===== src/rtl/video_pkg.sv =====
// Shared types and constants for the AXI4-Stream video pattern generator:
// FSM state encoding, pattern codes, colour-bar palette and pixel packing.
package video_pkg;

    typedef enum logic [1:0] {
        StIdle   = 2'd0,
        StActive = 2'd1,
        StHblank = 2'd2,
        StVblank = 2'd3
    } state_e;

    localparam logic [1:0] PatBars    = 2'd0;
    localparam logic [1:0] PatHramp   = 2'd1;
    localparam logic [1:0] PatVramp   = 2'd2;
    localparam logic [1:0] PatChecker = 2'd3;

    localparam logic [23:0] ColWhite   = 24'hFFFFFF;
    localparam logic [23:0] ColYellow  = 24'hFFFF00;
    localparam logic [23:0] ColCyan    = 24'h00FFFF;
    localparam logic [23:0] ColGreen   = 24'h00FF00;
    localparam logic [23:0] ColMagenta = 24'hFF00FF;
    localparam logic [23:0] ColRed     = 24'hFF0000;
    localparam logic [23:0] ColBlue    = 24'h0000FF;
    localparam logic [23:0] ColBlack   = 24'h000000;

    function automatic logic [23:0] pack_pixel(input logic [7:0] r, input logic [7:0] g,
                                               input logic [7:0] b);
        return {r, g, b};
    endfunction

    function automatic logic [23:0] bar_colour(input logic [2:0] idx);
        logic [23:0] col;
        unique case (idx)
            3'd0:    col = ColWhite;
            3'd1:    col = ColYellow;
            3'd2:    col = ColCyan;
            3'd3:    col = ColGreen;
            3'd4:    col = ColMagenta;
            3'd5:    col = ColRed;
            3'd6:    col = ColBlue;
            default: col = ColBlack;
        endcase
        return col;
    endfunction

endpackage


===== src/rtl/video_pattern_pixel.sv =====
// Combinational pixel generator: maps position, bar index, pattern code and
// frame parity to a packed 24-bit RGB pixel.
module video_pattern_pixel
    import video_pkg::*;
(
    input  logic [7:0]  i_x,
    input  logic [7:0]  i_y,
    input  logic [2:0]  i_bar_idx,
    input  logic [1:0]  i_pat,
    input  logic        i_f0,
    output logic [23:0] o_pixel
);

    always_comb begin
        o_pixel = '0;
        unique case (i_pat)
            PatBars:    o_pixel = bar_colour(i_bar_idx);
            PatHramp:   o_pixel = pack_pixel(i_x, i_x, i_x);
            PatVramp:   o_pixel = pack_pixel(i_y, i_y, i_y);
            PatChecker: o_pixel = (i_x[3] ^ i_y[3] ^ i_f0) ? ColWhite : ColBlack;
            default:    o_pixel = '0;
        endcase
    end

endmodule


===== src/rtl/axis_video_pattern_gen.sv =====
// AXI4-Stream test-frame source: whole frames only, SOF on tuser, EOL on tlast,
// registered outputs that hold steady under tready backpressure.
module axis_video_pattern_gen
    import video_pkg::*;
#(
    parameter int unsigned H_ACTIVE = 640,
    parameter int unsigned V_ACTIVE = 480,
    parameter int unsigned H_BLANK  = 16,
    parameter int unsigned V_BLANK  = 64
) (
    input  logic        clk,
    input  logic        rstn,
    input  logic        enable,
    input  logic [1:0]  pattern_sel,
    input  logic        m_axis_video_tready,
    output logic [23:0] m_axis_video_tdata,
    output logic        m_axis_video_tvalid,
    output logic        m_axis_video_tuser,
    output logic        m_axis_video_tlast,
    output logic        frame_done,
    output logic [15:0] frame_count
);

    localparam int unsigned XW        = (H_ACTIVE > 1) ? $clog2(H_ACTIVE) : 1;
    localparam int unsigned YW        = (V_ACTIVE > 1) ? $clog2(V_ACTIVE) : 1;
    localparam int unsigned BAR_W     = H_ACTIVE / 8;
    localparam int unsigned BCW       = (BAR_W > 1) ? $clog2(BAR_W) : 1;
    localparam int unsigned BLANK_MAX = (H_BLANK > V_BLANK) ? H_BLANK : V_BLANK;
    localparam int unsigned BLW       = (BLANK_MAX > 1) ? $clog2(BLANK_MAX + 1) : 1;

    localparam logic [XW-1:0]  X_LAST   = XW'(H_ACTIVE - 1);
    localparam logic [YW-1:0]  Y_LAST   = YW'(V_ACTIVE - 1);
    localparam logic [BCW-1:0] BAR_LAST = BCW'(BAR_W - 1);
    localparam logic [BLW-1:0] HB_LOAD  = (H_BLANK > 0) ? BLW'(H_BLANK - 1) : '0;
    localparam logic [BLW-1:0] VB_LOAD  = (V_BLANK > 0) ? BLW'(V_BLANK - 1) : '0;

    state_e         r_state, w_state_d;
    logic [XW-1:0]  r_x, w_x_d;
    logic [YW-1:0]  r_y, w_y_d;
    logic [BCW-1:0] r_bar_cnt, w_bar_cnt_d;
    logic [2:0]     r_bar_idx, w_bar_idx_d;
    logic [BLW-1:0] r_blank, w_blank_d;
    logic [1:0]     r_pat, w_pat_d;
    logic           r_f0, w_f0_d;
    logic [15:0]    r_frame_count, w_frame_count_d;
    logic           r_frame_done, w_frame_done_d;

    logic [23:0]    r_tdata, w_tdata_d;
    logic           r_tvalid, w_tvalid_d;
    logic           r_tuser, w_tuser_d;
    logic           r_tlast, w_tlast_d;

    logic           w_xfer;
    logic           w_start;
    logic [7:0]     w_x8;
    logic [7:0]     w_y8;
    logic [23:0]    w_pixel;

    assign w_xfer = r_tvalid & m_axis_video_tready;

    always_comb begin
        w_state_d       = r_state;
        w_x_d           = r_x;
        w_y_d           = r_y;
        w_bar_cnt_d     = r_bar_cnt;
        w_bar_idx_d     = r_bar_idx;
        w_blank_d       = r_blank;
        w_pat_d         = r_pat;
        w_f0_d          = r_f0;
        w_frame_count_d = r_frame_count;
        w_frame_done_d  = 1'b0;
        w_start         = 1'b0;

        unique case (r_state)
            StIdle: w_start = enable;
            StActive: begin
                if (w_xfer) begin
                    if (r_x != X_LAST) begin
                        w_x_d = r_x + 1'b1;
                        if (r_bar_cnt == BAR_LAST) begin
                            w_bar_cnt_d = '0;
                            w_bar_idx_d = r_bar_idx + 1'b1;
                        end else begin
                            w_bar_cnt_d = r_bar_cnt + 1'b1;
                        end
                    end else begin
                        w_x_d       = '0;
                        w_bar_cnt_d = '0;
                        w_bar_idx_d = '0;
                        if (r_y != Y_LAST) begin
                            w_y_d = r_y + 1'b1;
                            if (H_BLANK != 0) begin
                                w_state_d = StHblank;
                                w_blank_d = HB_LOAD;
                            end
                        end else begin
                            w_y_d           = '0;
                            w_frame_done_d  = 1'b1;
                            w_frame_count_d = r_frame_count + 16'd1;
                            if (V_BLANK != 0) begin
                                w_state_d = StVblank;
                                w_blank_d = VB_LOAD;
                            end else if (enable) begin
                                w_start = 1'b1;
                            end else begin
                                w_state_d = StIdle;
                            end
                        end
                    end
                end
            end
            StHblank: begin
                if (r_blank == '0) begin
                    w_state_d = StActive;
                end else begin
                    w_blank_d = r_blank - 1'b1;
                end
            end
            StVblank: begin
                if (r_blank == '0) begin
                    if (enable) begin
                        w_start = 1'b1;
                    end else begin
                        w_state_d = StIdle;
                    end
                end else begin
                    w_blank_d = r_blank - 1'b1;
                end
            end
            default: w_state_d = StIdle;
        endcase

        // Frame parity uses the count including a frame that completes this cycle.
        if (w_start) begin
            w_state_d   = StActive;
            w_x_d       = '0;
            w_y_d       = '0;
            w_bar_cnt_d = '0;
            w_bar_idx_d = '0;
            w_pat_d     = pattern_sel;
            w_f0_d      = w_frame_count_d[0];
        end
    end

    assign w_x8 = 8'(w_x_d);
    assign w_y8 = 8'(w_y_d);

    video_pattern_pixel u_pixel (
        .i_x       (w_x8),
        .i_y       (w_y8),
        .i_bar_idx (w_bar_idx_d),
        .i_pat     (w_pat_d),
        .i_f0      (w_f0_d),
        .o_pixel   (w_pixel)
    );

    // Outputs are a pure function of next state, so a stall holds them unchanged.
    always_comb begin
        w_tvalid_d = (w_state_d == StActive);
        w_tdata_d  = w_tvalid_d ? w_pixel : '0;
        w_tuser_d  = w_tvalid_d && (w_x_d == '0) && (w_y_d == '0);
        w_tlast_d  = w_tvalid_d && (w_x_d == X_LAST);
    end

    always_ff @(posedge clk) begin
        if (!rstn) begin
            r_state       <= StIdle;
            r_x           <= '0;
            r_y           <= '0;
            r_bar_cnt     <= '0;
            r_bar_idx     <= '0;
            r_blank       <= '0;
            r_pat         <= '0;
            r_f0          <= 1'b0;
            r_frame_count <= '0;
            r_frame_done  <= 1'b0;
            r_tdata       <= '0;
            r_tvalid      <= 1'b0;
            r_tuser       <= 1'b0;
            r_tlast       <= 1'b0;
        end else begin
            r_state       <= w_state_d;
            r_x           <= w_x_d;
            r_y           <= w_y_d;
            r_bar_cnt     <= w_bar_cnt_d;
            r_bar_idx     <= w_bar_idx_d;
            r_blank       <= w_blank_d;
            r_pat         <= w_pat_d;
            r_f0          <= w_f0_d;
            r_frame_count <= w_frame_count_d;
            r_frame_done  <= w_frame_done_d;
            r_tdata       <= w_tdata_d;
            r_tvalid      <= w_tvalid_d;
            r_tuser       <= w_tuser_d;
            r_tlast       <= w_tlast_d;
        end
    end

    assign m_axis_video_tdata  = r_tdata;
    assign m_axis_video_tvalid = r_tvalid;
    assign m_axis_video_tuser  = r_tuser;
    assign m_axis_video_tlast  = r_tlast;
    assign frame_done          = r_frame_done;
    assign frame_count         = r_frame_count;

endmodule


===== config.mk =====
export PLATFORM = sky130hd
export DESIGN_NAME = axis_video_pattern_gen
export DESIGN_NICKNAME = d
export VERILOG_FILES = /design/src/rtl/video_pkg.sv /design/src/rtl/video_pattern_pixel.sv /design/src/rtl/axis_video_pattern_gen.sv
export SDC_FILE = /design/constraint.sdc
export NUM_CORES = 1
export LEC_CHECK = 0
export ABC_AREA = 1
export BUFFER_PORTS_ARGS = -buffer_cell sky130_fd_sc_hd__buf_2
export CAP_MARGIN = 15
export CORE_MARGIN = 1.5
export CORE_UTILIZATION = 55
export DETAILED_ROUTE_END_ITERATION = 8
export HOLD_SLACK_MARGIN = 0.15
export PLACE_DENSITY = 0.76
export SYNTH_ARGS = -nofsm -noshare
export SYNTH_HDL_FRONTEND = slang
export SYNTH_SLANG_ARGS = --single-unit
export TNS_END_PERCENT = 100

===== constraint.sdc =====
create_clock -name clk -period 2.3 [get_ports clk]
set_clock_uncertainty 0.05 [all_clocks]
set_input_delay 0.46 -clock clk [delete_from_list [all_inputs] [get_ports clk]]
set_output_delay 0.46 -clock clk [all_outputs]
set_load 0.1 [all_outputs]

==> metrics.md, run 1 <==
| Metric | Value |
|---|---|
| Cell Chain, Critical Path | `inv_1 -> ha_2 -> nand2_1 -> nor2_2 -> nand3_2 -> nand2_2 -> nand2_2 -> buf_12 -> nand2_2 -> o21ai_4 -> nand2_2 -> nor2_1 -> nor2_2 -> nand3_1 -> nand2_1 -> inv_1` |
| Register bit count reported by yosys | `85` |
| Number of filler cells placed in the layout | `639` |
| Count of distinct cell types in the synthesized netlist | `46` |
| I/O pin count | `50` |
| Final estimated routing congestion in global placement | `0.926` |
| Pin count of the biggest net entering global routing | `25` |
| Count of endpoints failing setup in the final report | `0` |
| Net count, final | `739` |
| Count of cell instances traversed by the critical path | `16` |
| Post-route minimum period | `2220 ps` |
| Detailed Route Iter0 Violations | `373` |
| Total number of vias | `4590` |
| Number of warning messages in the yosys log | `0` |
| Ratio of cells with drive above 1 in the final layout | `28.0%` |
| Clock share of power | `26.0%` |
| Number of hold-repair buffers added at the cts stage | `0` |
| PD cells | `792 mW/mm^2` |
| Total gr overflow | `0` |
| Commonest non-fill, non-tap cell in the layout | `nand2_1` |
| Synthesized netlist cell count | `630` |
| Number of antenna violations at the first check in global routing | `0` |
| Initial DRT Pass Iterations | `7` |
| Routed vias/inst | `5.55` |
| Ant diodes | `0` |
| Combined global-route utilization of all metal layers | `27.0%` |
| CP Launch Point | `r_blank[0]` |
| Number of global-route vias before repair | `4146` |
| DPL Wire Length | `8.27 mm` |
| Hold Crit Class | `in -> reg` |
| Flop pwr share | `37.8%` |
| CTS Root Buffer Type | `clkbuf_8` |
| Worst voltage drop across the vdd grid | `0.685 mV` |
| Area delta synth->final | `23.5%` |
| Unrepaired setup endpoints after global routing | `yes` |
| Peak fanout along the critical path | `14` |
| Family of cells with the greatest summed delay on the critical path | `simple AND/OR/NAND/NOR gates` |
| Sink count of the clock tree | `85` |
| Final cell utilization of the core | `71.0%` |
| Area of the die | `0.00872 mm^2` |
| Element type at the critical path start | `flip-flop` |
| Core Area | `0.00781 mm^2` |
| Measured slew at the worst slew-check pin | `578 ps` |
| Category of the worst setup path capture point | `flip-flop` |
| Peak Freq | `0.450 GHz` |
| Reg2reg setup slack | `80 ps` |
| P_sw | `1.83 mW` |
| Number of enable-type register cells in the synthesized netlist | `0` |
| Switching share of power | `41.6%` |
| Footprint of the multi-input gates | `0.00256 mm^2` |
| Post-synthesis cell area | `0.00449 mm^2` |
| Remaining max-slew budget at the tightest pin | `61.4%` |
| Die Wd | `93.4 um` |
| Gate power share | `36.2%` |
| Final routed wire length divided by cell count | `14.6 um` |
| Count of H-tree levels built during CTS | `3` |
| Initial core utilization | `57.5%` |
| Total DRC errors in the routed layout | `0` |
| Commonest register cell after synthesis | `dfxtp_1` |
| Cell type with the highest occurrence count on the critical path | `nand2_2` |
| Signal arrival time at the worst endpoint | `2440 ps` |
| Worst skew pair latency | `370 ps` |
| Library cell contributing the largest single delay on the critical path | `dfxtp_1` |
| CP Buf/Inv Count | `3` |
| # port buffers | `49` |
| Pint | `2.56 mW` |
| Area of all sequential standard cells | `0.00172 mm^2` |
| Clock transition at the register clock pins on the worst setup and hold paths after CTS | `80 ps` |
| Part of the Yosys area used for sequential elements | `37.9%` |
| Commonest non-fill, non-tap cells in the layout | `nand2_1, nor2_1, inv_1, dfxtp_1, buf_2` |
| Die height | `93.4 um` |
| Number of nets with antenna violations after detailed routing | `0` |
| Worst setup path end | `m_axis_video_tdata[14]` |
| Number of max-slew violations in the final report | `0` |
| Outcome | `finished clean` |
| Max-capacitance violation count | `0` |
| R2R Path End | `m_axis_video_tdata[14]` |
| Clock Tree Buf Depth | `2` |
| Hold violation total from the final report | `0` |
| Critical register-to-register path startpoint | `r_blank[0]` |
| Overall Power | `4.39 mW` |
| Classification of the worst setup path | `reg -> reg` |
| Cts bufs inserted | `9` |
| Ys async rst share | `0%` |
| Worst reg-to-reg path cell count | `16` |
| Required @ worst endpoint | `2520 ps` |
| Row cnt | `32` |
| TritonCTS clock tree | `built` |
| Sum of routed wire length over all layers | `12.1 mm` |
| Number of nets in the synthesized netlist | `647` |
| Stage delay of the slowest cell on the critical path | `330 ps` |
| Wire length of the first global-routing pass | `18.7 mm` |
| Leak Pwr | `2.67 nW` |
| Ratio of final minimum period to clock period | `96.6%` |
| Avg Synthesized Cell Area | `7.13 um^2` |
## cell usage after synthesis, drive strengths merged (3+ instances only)
cell      n  area (um^2)
nor3     14         80.1
buf       9         82.6
nand3b    3         26.3
nor2    105          485
a31oi     6         37.5
a21oi    23          115
inv      93          349
clkbuf    4         15.0
or2       3         18.8
o21ai    28          174
o21bai    3         22.5
xor2      6         52.6
ha       11          138
nand3    57          348
nand4    15         93.8
dfxtp    85         1700
o211ai    3         22.5
nand2   146          593
## per-stage QoR
stage	setup WS [ps]	cells	hold WS, ps	setup TNS (ps)	instance area [um^2]
6_report	78.8	827	368	0	5540
5_1_grt	-52.7	827	374	-348	5540
4_1_cts	17.9	808	363	0	5210
3_5_place_dp	-8.00	794	397	-8.00	4990
3_3_place_gp	34.7	794	392	0	4990
2_1_floorplan	90.3	630	394	0	4500
## power groups by stage
| stage | clock network [mW] | logic, mW | registers [mW] |
|---|---|---|---|
| after floorplan | 0 | 0.550 | 2.35 |
| after global placement | 0 | 1.46 | 1.68 |
| after detailed placement | 0 | 1.48 | 1.69 |
| after CTS | 1.14 | 1.50 | 1.66 |
| after global routing | 1.22 | 1.69 | 1.68 |
| final | 1.14 | 1.59 | 1.66 |
## cells by family after synthesis
| logic type | after synthesis | share of synthesized area, % |
|---|---|---|
| flip-flops | 85 | 37.9 |
| XOR/XNOR | 8 | 1.56 |
| adder cells (fa/ha/maj) | 11 | 3.06 |
| AND/OR/NAND/NOR | 348 | 37.4 |
| AO/OA/AOI/OAI | 72 | 10.1 |
| buffers and inverters | 106 | 9.95 |
## state kept, by name, summed over array words and instances, names as in the netlist, 2 cells and up
name / cells
r_state: 2
frame_count: 16
r_y: 9
r_pat: 2
m_axis_video_tdata: 24
r_blank: 7
r_x: 10
r_bar_idx: 3
r_bar_cnt: 7
## area by class of cell
type | count | share of cell area [%]
Clock buffer | 9 | 2.23
Clock inverter | 5 | 1.40
Inverter | 93 | 6.30
Multi-Input combinational cell | 442 | 46.2
Sequential cell | 85 | 31.0
Tap cell | 102 | 2.30
Timing Repair Buffer | 91 | 10.6
## worst reg2reg max path, cell delays in order (launching register included)
cell     delay, ps
dfxtp_1        330
inv_1           70
ha_2           180
nand2_1         60
nor2_2         130
nand3_2        140
nand2_2         90
nand2_2         90
buf_12         170
nand2_2         80
o21ai_4         80
nand2_2        130
nor2_1          80
nor2_2         200
nand3_1        120
nand2_1         80
inv_1           50
## how the worst min path moves through the flow
stage | end | slack [ps] | start | cells after the start
3_3_place_gp | frame_count[3] | 390 | frame_count[3] | 1
5_1_grt | r_pat[1] | 370 | pattern_sel[1] | 3
4_1_cts | r_pat[1] | 360 | pattern_sel[1] | 3
2_1_floorplan | r_blank[0] | 390 | r_blank[0] | 1
3_5_place_dp | frame_count[3] | 400 | frame_count[3] | 1
6_report | r_pat[1] | 370 | pattern_sel[1] | 3
## what timing repair did
action                                  in CTS  in global routing
pin swaps                                    0                 19
endpoints found under the setup margin      13                 33
buffers inserted                             0                 16
gates resized for setup                      6                 53
cloned                                       0                  3
## routing by layer
| metal | vias to the layer above | GRT usage [%] | routed length (um) |
|---|---|---|---|
| met5 | - | 0 | 0 |
| met4 | 0 | 10.1 | 243 |
| met3 | 35 | 6.02 | 766 |
| met2 | 195 | 42.6 | 5740 |
| met1 | 2143 | 36.0 | 5320 |
| li1 | 2217 | - | - |
Note: power is estimated with default switching activity, not from simulation.
==> run 2, diff against run 1 <==
--- a/config.mk
+++ b/config.mk
@@ -9,10 +9,11 @@
 export BUFFER_PORTS_ARGS = -buffer_cell sky130_fd_sc_hd__buf_2
 export CAP_MARGIN = 15
 export CORE_MARGIN = 1.5
-export CORE_UTILIZATION = 55
+export CORE_UTILIZATION = 53
 export DETAILED_ROUTE_END_ITERATION = 8
 export HOLD_SLACK_MARGIN = 0.15
 export PLACE_DENSITY = 0.76
+export REMOVE_ABC_BUFFERS = 1
 export SYNTH_ARGS = -nofsm -noshare
 export SYNTH_HDL_FRONTEND = slang
 export SYNTH_SLANG_ARGS = --single-unit
==> constraint.sdc (replaced) <==
create_clock -name clk -period 1.8 [get_ports clk]
set_clock_uncertainty 0.05 [all_clocks]
set_input_delay 0.36 -clock clk [delete_from_list [all_inputs] [get_ports clk]]
set_output_delay 0.36 -clock clk [all_outputs]
set_load 0.1 [all_outputs]
==> run 2 against run 1 <==
The flow now finishes with violations (negative setup slack). Register-to-register slack worse by 740 ps. Non-clock buffer count up 114. Maximum frequency down 9.9%. Flip-flop and latch count unchanged. Routed wire length up 69%. Critical path type unchanged. Critical endpoint is now m_axis_video_tdata[12]. Highest routed layer unchanged.
==> metrics.md, run 2 (synthesized netlist as in run 1, its figures left out) <==
| Metric | Value |
|---|---|
| Number of filler cells placed in the layout | `372 (-42%)` |
| Number of nets with antenna violations after detailed routing | `0 (unchanged)` |
| Core Area | `0.00822 mm^2 (+5.2%)` |
| # port buffers | `49 (unchanged)` |
| Sink count of the clock tree | `85 (unchanged)` |
| Number of flip-flops under the largest register name | `24 (unchanged)` |
| I/O pin count | `50 (unchanged)` |
| Category of the worst setup path capture point | `flip-flop` |
| Pin count of the biggest net entering global routing | `25 (unchanged)` |
| Net count, final | `853 (+15%)` |
| Post-route cell area | `0.00696 mm^2 (+26%)` |
| Count of H-tree levels built during CTS | `3 (unchanged)` |
| Cts bufs inserted | `9 (unchanged)` |
| Placed inst area | `0.00561 mm^2 (+12%)` |
| Count of endpoints failing setup in the final report | `72 (+72)` |
| Final-layout setup total negative slack | `-24740 ps (-24740 ps)` |
| Number of antenna violations at the first check in global routing | `0 (unchanged)` |
| Post-route minimum period | `2470 ps (+245 ps)` |
| Setup slack of the critical path after layout | `-666 ps (-745 ps)` |
| Ant diodes | `0 (unchanged)` |
| Number of global-route vias before repair | `5243 (+26%)` |
| Max-capacitance violation count | `0 (unchanged)` |
| Violated checks | `negative setup slack` |
| Ratio of cells with drive above 1 in the final layout | `47.6% (+20 points)` |
| TritonCTS clock tree | `built` |
| Commonest non-fill, non-tap cells in the layout | `buf_4, nand2_1, dfxtp_1, inv_1, nor2_1` |
| Clock transition at the register clock pins on the worst setup and hold paths after CTS | `110 ps (+30 ps)` |
| Signal arrival time at the worst endpoint | `2750 ps (+310 ps)` |
| Element type at the critical path start | `flip-flop` |
| Overall Power | `6.29 mW (+43%)` |
| Initial core utilization | `54.7% (-2.9 points)` |
| Outcome | `complete, but fails checks` |
| Worst setup timing slack at the placement stage | `-420 ps (-412 ps)` |
| Area delta synth->final | `55.0%` |
| Worst voltage drop across the vdd grid | `1.04 mV (+52%)` |
| Peak Freq | `0.406 GHz (-9.9%)` |
| Classification of the worst setup path | `reg -> reg` |
| Detailed Route Iter0 Violations | `831 (+120%)` |
| Worst skew pair latency | `390 ps (+20 ps)` |
| Footprint of the multi-input gates | `0.00298 mm^2 (+17%)` |
| Ratio of final minimum period to clock period | `137% (+40 points)` |
| DPL Wire Length | `9.06 mm (+9.5%)` |
| Initial DRT Pass Iterations | `6 (-1)` |
| Peak fanout along the critical path | `7 (-7)` |
| Total number of vias | `5968 (+30%)` |
| Total gr overflow | `0 (unchanged)` |
| Number of hold-repair buffers added at the cts stage | `0 (unchanged)` |
| Leak Pwr | `3.43 nW (+28%)` |
| CTS Root Buffer Type | `clkbuf_8` |
| Total DRC errors in the routed layout | `0 (unchanged)` |
| Unrepaired setup endpoints after global routing | `yes` |
| Combined global-route utilization of all metal layers | `35.7% (+8.7 points)` |
| PD cells | `903 mW/mm^2 (+14%)` |
| Number of placed instances, taps included | `881 (+11%)` |
| Measured slew at the worst slew-check pin | `592 ps (+14.6 ps)` |
| Area of the die | `0.00903 mm^2 (+3.6%)` |
| Hold violation total from the final report | `0 (unchanged)` |
| Post-route non-filler standard cell count | `946 (+14%)` |
| Number of max-slew violations in the final report | `0 (unchanged)` |
| Wire length of the first global-routing pass | `24.6 mm (+32%)` |
| Die Wd | `95.0 um (+1.8%)` |
| Commonest non-fill, non-tap cell in the layout | `buf_4` |
| Hold Crit Class | `in -> reg` |
| Routed vias/inst | `6.31 (+14%)` |
| Final routed wire length divided by cell count | `21.5 um (+47%)` |
| Row cnt | `33 (+3.1%)` |
| Final estimated routing congestion in global placement | `0.926 (about the same)` |
| Die height | `95.0 um (+1.8%)` |
| Clock Tree Buf Depth | `2 (unchanged)` |
| Sum of routed wire length over all layers | `20.4 mm (+69%)` |
| Required @ worst endpoint | `2090 ps (-430 ps)` |
| Remaining max-slew budget at the tightest pin | `60.5% (-0.97 points)` |
| Area of all sequential standard cells | `0.00172 mm^2 (+0.22%)` |
[run 2: cell count changes in the layout (fill, tap and decap cells not counted), moves of 6 or more]
cell / previous run / this run
nand2_4: 7 / 13
buf_6: 0 / 24
nor3_1: 12 / 5
nand2_1: 120 / 103
nand3_1: 47 / 38
o21ai_0: 21 / 13
buf_4: 40 / 128
nand2_2: 18 / 30
nor2_1: 84 / 60
nand3_2: 5 / 11
nor2_2: 10 / 26
nor2_4: 8 / 16
inv_1: 80 / 73
[run 2: layout make-up]
type | instances | share of cell area (%)
Timing Repair Buffer | 205 | 22.5
Tap cell | 105 | 1.89
Inverter | 93 | 5.12
Clock buffer | 9 | 1.78
Multi-Input combinational cell | 442 | 42.9
Clock inverter | 7 | 1.10
Sequential cell | 85 | 24.7
[run 2: worst max-delay path, stage by stage, from the launching register on]
cell and delay [ps]:
dfxtp_2 360, inv_4 80, ha_4 160, inv_2 40
nor2_4 140, buf_6 130, nand3_4 110, nor2_4 200
nor3_2 80, nand2_1 130, nand2_1 80, nand2_1 100
nand2_2 100, nor2_8 270, buf_6 180, nand2_1 100
inv_1 80
[run 2: final timing paths]
| check | startpoint | to | slack [ps] | depth (start not counted) |
|---|---|---|---|---|
| hold reg to reg | r_blank[1] | r_blank[1] | 460 | 2 |
| setup reg to reg | r_state[1] | m_axis_video_tdata[12] | -670 | 16 |
| setup / recovery | r_state[1] | m_axis_video_tdata[12] | -670 | 16 |
| hold / removal | rstn | frame_count[13] | 350 | 4 |
[run 2: power by group]
group / switching [mW] / internal, mW
Sequential: 0.0813 / 2.04
Combinational: 1.92 / 0.804
Clock: 0.880 / 0.555
Total: 2.89 / 3.40
[run 2: repair_timing]
action                     4_1_cts  5_1_grt
pin swaps                       44       51
setup endpoints to repair       70       81
gates resized for setup        106      100
gates cloned                     3        3
setup buffers                   31       22
[run 2: per-stage QoR]
step | hold WS, ps | utilization [%]
5_1_grt | 364 | 84.7
4_1_cts | 332 | 77.5
2_1_floorplan | 394 | -
6_report | 355 | 84.7
3_3_place_gp | 422 | 68.3
3_5_place_dp | 426 | 68.3
[run 2: metal layers]
metal	vias up	share of wire [%]	GRT usage, %
met5	-	0	0
met1	2767	35	41.0
met3	200	11	7.58
met2	560	45	59.5
met4	0	8.6	24.1
li1	2441	-	-
==> run 3, diff against run 2 <==
--- a/config.mk
+++ b/config.mk
@@ -6,13 +6,13 @@
 export NUM_CORES = 1
 export LEC_CHECK = 0
 export ABC_AREA = 1
-export BUFFER_PORTS_ARGS = -buffer_cell sky130_fd_sc_hd__buf_2
 export CAP_MARGIN = 15
 export CORE_MARGIN = 1.5
-export CORE_UTILIZATION = 53
+export CORE_UTILIZATION = 55
 export DETAILED_ROUTE_END_ITERATION = 8
+export DONT_BUFFER_PORTS = 1
 export HOLD_SLACK_MARGIN = 0.15
-export PLACE_DENSITY = 0.76
+export PLACE_DENSITY = 0.73
 export REMOVE_ABC_BUFFERS = 1
 export SYNTH_ARGS = -nofsm -noshare
 export SYNTH_HDL_FRONTEND = slang
==> run 3 against run 2 <==
Synthesized area unchanged. The flow now stops in global routing. Synthesized cell count unchanged.
==> metrics.md, run 3 <==
| Metric | Value |
|---|---|
| Outcome | `aborted with a tool error` |
| Exit stage | `global routing` |
| Tool error | `[ERROR DPL-0038] Utilization greater than 100%, impossible to legalize` |
| # port buffers | `0 (-100%)` |
| Pin count of the biggest net entering global routing | `16` |
| Count of H-tree levels built during CTS | `3 (unchanged)` |
| Clock Tree Buf Depth | `2 (unchanged)` |
| Commonest register cell after synthesis | `dfxtp_1` |
| I/O pin count | `50 (unchanged)` |
| Sink count of the clock tree | `85 (unchanged)` |
| Initial core utilization | `57.5% (+2.9 points)` |
| Register bit count reported by yosys | `85 (unchanged)` |
| Avg Synthesized Cell Area | `7.13 um^2 (unchanged)` |
| Row cnt | `32 (-3.0%)` |
| Most numerous cell types in the synthesized netlist | `nand2_1, nor2_1, dfxtp_1` |
| Cell type with the highest aggregate area in the netlist | `dfxtp_1` |
| Synth top area share | `37.9% (unchanged)` |
| Final estimated routing congestion in global placement | `0.911 (-1.6%)` |
| Number of warning messages in the yosys log | `0 (unchanged)` |
| Die height | `93.4 um (-1.8%)` |
| Cts bufs inserted | `9 (unchanged)` |
| Largest cells by area after synthesis | `dfxtp_1, nand2_1, nor2_1` |
| Most frequent cell after synthesis | `nand2_1` |
| Die Wd | `93.4 um (-1.8%)` |
| Count of distinct cell types in the synthesized netlist | `46 (unchanged)` |
| Post-synthesis cell area | `0.00449 mm^2 (unchanged)` |
| CTS Root Buffer Type | `clkbuf_8` |
| DPL Wire Length | `9.53 mm (+5.2%)` |
| Part of the Yosys area used for sequential elements | `37.9% (unchanged)` |
| Synthesized netlist cell count | `630 (unchanged)` |
| Ys async rst share | `0% (unchanged)` |
| Number of enable-type register cells in the synthesized netlist | `0 (unchanged)` |
| Worst EP post-GRT repair | `m_axis_video_tdata[10]$_SDFF_PN0_/D` |
| Kind of the worst endpoint | `sequential cell input` |
run 3: logic make-up after synthesis:
logic type	after synthesis	share of synthesized area (%)
AOI/OAI and AO/OA	72	10.1
DFF	85	37.9
and+or+nand+nor	348	37.4
xor gates and xnor gates	8	1.56
adders and majority gates	11	3.06
buffers and inverters	106	9.95
run 3: stage by stage:
step                      cell area [um^2]  setup WS, ps  cells  hold WS, ps
after global placement                5760          -488    883          419
after CTS                             7000          -383    936         32.3
after detailed placement              5760          -489    883          438
after floorplan                       4390          -876    617          394
run 3: what timing repair did:
item                       4_1_cts
setup endpoints to repair       76
hold endpoints to repair        11
buffers inserted                38
cloned                           5
pin swaps                       63
gates resized for setup        201
==> run 4, diff against run 3 <==
--- a/config.mk
+++ b/config.mk
@@ -8,11 +8,10 @@
 export ABC_AREA = 1
 export CAP_MARGIN = 15
 export CORE_MARGIN = 1.5
-export CORE_UTILIZATION = 55
+export CORE_UTILIZATION = 40
 export DETAILED_ROUTE_END_ITERATION = 8
 export DONT_BUFFER_PORTS = 1
-export HOLD_SLACK_MARGIN = 0.15
-export PLACE_DENSITY = 0.73
+export PLACE_DENSITY_LB_ADDON = 0.15
 export REMOVE_ABC_BUFFERS = 1
 export SYNTH_ARGS = -nofsm -noshare
 export SYNTH_HDL_FRONTEND = slang
==> constraint.sdc (replaced) <==
create_clock -name clk -period 2.3 [get_ports clk]
set_clock_uncertainty 0.05 [all_clocks]
set_input_delay 0.46 -clock clk [delete_from_list [all_inputs] [get_ports clk]]
set_output_delay 0.46 -clock clk [all_outputs]
set_load 0.1 [all_outputs]
==> run 4 against run 3 <==
The flow now finishes without violations.
==> metrics.md, run 4 (synthesized netlist as in run 1, its figures left out) <==
| Metric | Value |
|---|---|
| Outcome | `finished clean` |
| Overall Power | `4.71 mW` |
| TritonCTS clock tree | `built` |
| Peak Freq | `0.450 GHz` |
| Pin count of the biggest net entering global routing | `27` |
| # port buffers | `0 (unchanged)` |
| Area of all sequential standard cells | `0.00171 mm^2` |
| Total number of vias | `4287` |
| Final cell utilization of the core | `53.1%` |
| Classification of the worst setup path | `reg -> reg` |
| Net count, final | `737` |
| Peak fanout along the critical path | `6` |
| Number of global-route vias before repair | `3843` |
| Initial DRT Pass Iterations | `4` |
| Setup slack of the critical path after layout | `78.4 ps` |
| Wire length of the first global-routing pass | `18.4 mm` |
| Footprint of the multi-input gates | `0.00256 mm^2` |
| Sum of routed wire length over all layers | `11.9 mm` |
| Number of hold-repair buffers added at the cts stage | `0` |
| Measured slew at the worst slew-check pin | `618 ps` |
| Signal arrival time at the worst endpoint | `2450 ps` |
| Detailed Route Iter0 Violations | `265` |
| Number of filler cells placed in the layout | `1049` |
| Reg2reg setup slack | `80 ps` |
| Category of the worst setup path capture point | `flip-flop` |
| Area delta synth->final | `28.8%` |
| Final routed wire length divided by cell count | `13.8 um` |
| Worst skew pair latency | `380 ps` |
| Number of max-slew violations in the final report | `0` |
| Hold Crit Class | `in -> reg` |
| Final estimated routing congestion in global placement | `0.883 (-3.0%)` |
| Sink count of the clock tree | `85 (unchanged)` |
| Remaining max-slew budget at the tightest pin | `58.8%` |
| Count of endpoints failing setup in the final report | `0` |
| Initial core utilization | `41.2% (-16 points)` |
| Number of nets with antenna violations after detailed routing | `0` |
| Worst setup timing slack at the placement stage | `-72.3 ps (+416 ps)` |
| Required @ worst endpoint | `2530 ps` |
| CTS Root Buffer Type | `clkbuf_8` |
| Number of flip-flops under the largest register name | `24` |
| Ratio of final minimum period to clock period | `96.6%` |
| Final-layout setup total negative slack | `0 ps` |
| Combined global-route utilization of all metal layers | `20.1%` |
| Post-route cell area | `0.00578 mm^2` |
| Placed inst area | `0.00513 mm^2 (-11%)` |
| Cts bufs inserted | `9 (unchanged)` |
| PD cells | `815 mW/mm^2` |
| Post-route minimum period | `2220 ps` |
| Hold violation total from the final report | `0` |
| Worst voltage drop across the vdd grid | `0.612 mV` |
| Element type at the critical path start | `flip-flop` |
| Count of H-tree levels built during CTS | `3 (unchanged)` |
| Die Wd | `109 um (+17%)` |
| Ratio of cells with drive above 1 in the final layout | `27.3%` |
| Commonest non-fill, non-tap cells in the layout | `nand2_1, nor2_1, buf_4, inv_1, dfxtp_1` |
| Row cnt | `38 (+19%)` |
| Clock Tree Buf Depth | `2 (unchanged)` |
| Routed vias/inst | `4.96` |
| I/O pin count | `50 (unchanged)` |
| Number of antenna violations at the first check in global routing | `0` |
| Total gr overflow | `0` |
| Commonest non-fill, non-tap cell in the layout | `nand2_1` |
| Area of the die | `0.0119 mm^2` |
| Die height | `109 um (+17%)` |
| Ant diodes | `0` |
| DPL Wire Length | `8.44 mm (-11%)` |
| Core Area | `0.0109 mm^2` |
| Leak Pwr | `2.73 nW` |
| Max-capacitance violation count | `0` |
| Total DRC errors in the routed layout | `0` |
| Clock transition at the register clock pins on the worst setup and hold paths after CTS | `90 ps` |
==> run 4: critical path, cell delays in order, from the launching register on <==
cell and delay, ps:
dfxtp_2 390, inv_1 70, ha_1 350, nor2_4 160, nand2_4 80, buf_6 140
buf_6 120, o21ai_4 280, nor2_4 90, nand2_1 80, nand2_1 70, inv_2 80
nand3_2 70, nand2_1 70, inv_1 40
==> run 4: through the flow <==
step / std cells / hold slack [ps]
after floorplan: 617 / 394
after global placement: 830 / 409
after detailed placement: 830 / 422
after CTS: 849 / 131
after global routing: 865 / 156
final: 865 / 152
==> run 4: final timing paths <==
check | start | to | depth (start not counted)
worst min register to register | r_blank[6] | r_blank[6] | 1
worst max-delay path | r_state[0] | m_axis_video_tdata[17] | 14
worst min-delay path | rstn | frame_count[13] | 2
worst max register to register | r_state[0] | m_axis_video_tdata[17] | 14
==> run 4: layout make-up <==
type | count | area share [%]
Sequential cell | 85 | 29.6
Clock buffer | 11 | 2.44
Tap cell | 140 | 3.03
Multi-Input combinational cell | 442 | 44.2
Inverter | 93 | 6.04
Timing Repair Buffer | 89 | 12.8
Clock inverter | 5 | 1.86
==> run 4: per-layer routing <==
metal  vias to the layer above  routed length (um)  track usage [%]
met5                         -                   0                0
met4                         0                 198             8.74
met3                        13                 500             3.53
met2                        72                5460             31.1
met1                      1993                5760             27.3
li1                       2209                   -                -
==> run 4: where the power goes <==
part | total [mW] | switching, mW | internal, mW
Sequential | 1.67 | 0.0703 | 1.60
Clock | 1.32 | 0.567 | 0.755
Combinational | 1.72 | 1.24 | 0.481
==> run 4: repair_timing <==
| item | 4_1_cts | 5_1_grt |
|---|---|---|
| pin swaps | 1 | 25 |
| buffers inserted | 3 | 11 |
| resized for setup | 1 | 61 |
| setup endpoints to repair | 15 | 33 |
| gates cloned | 0 | 5 |
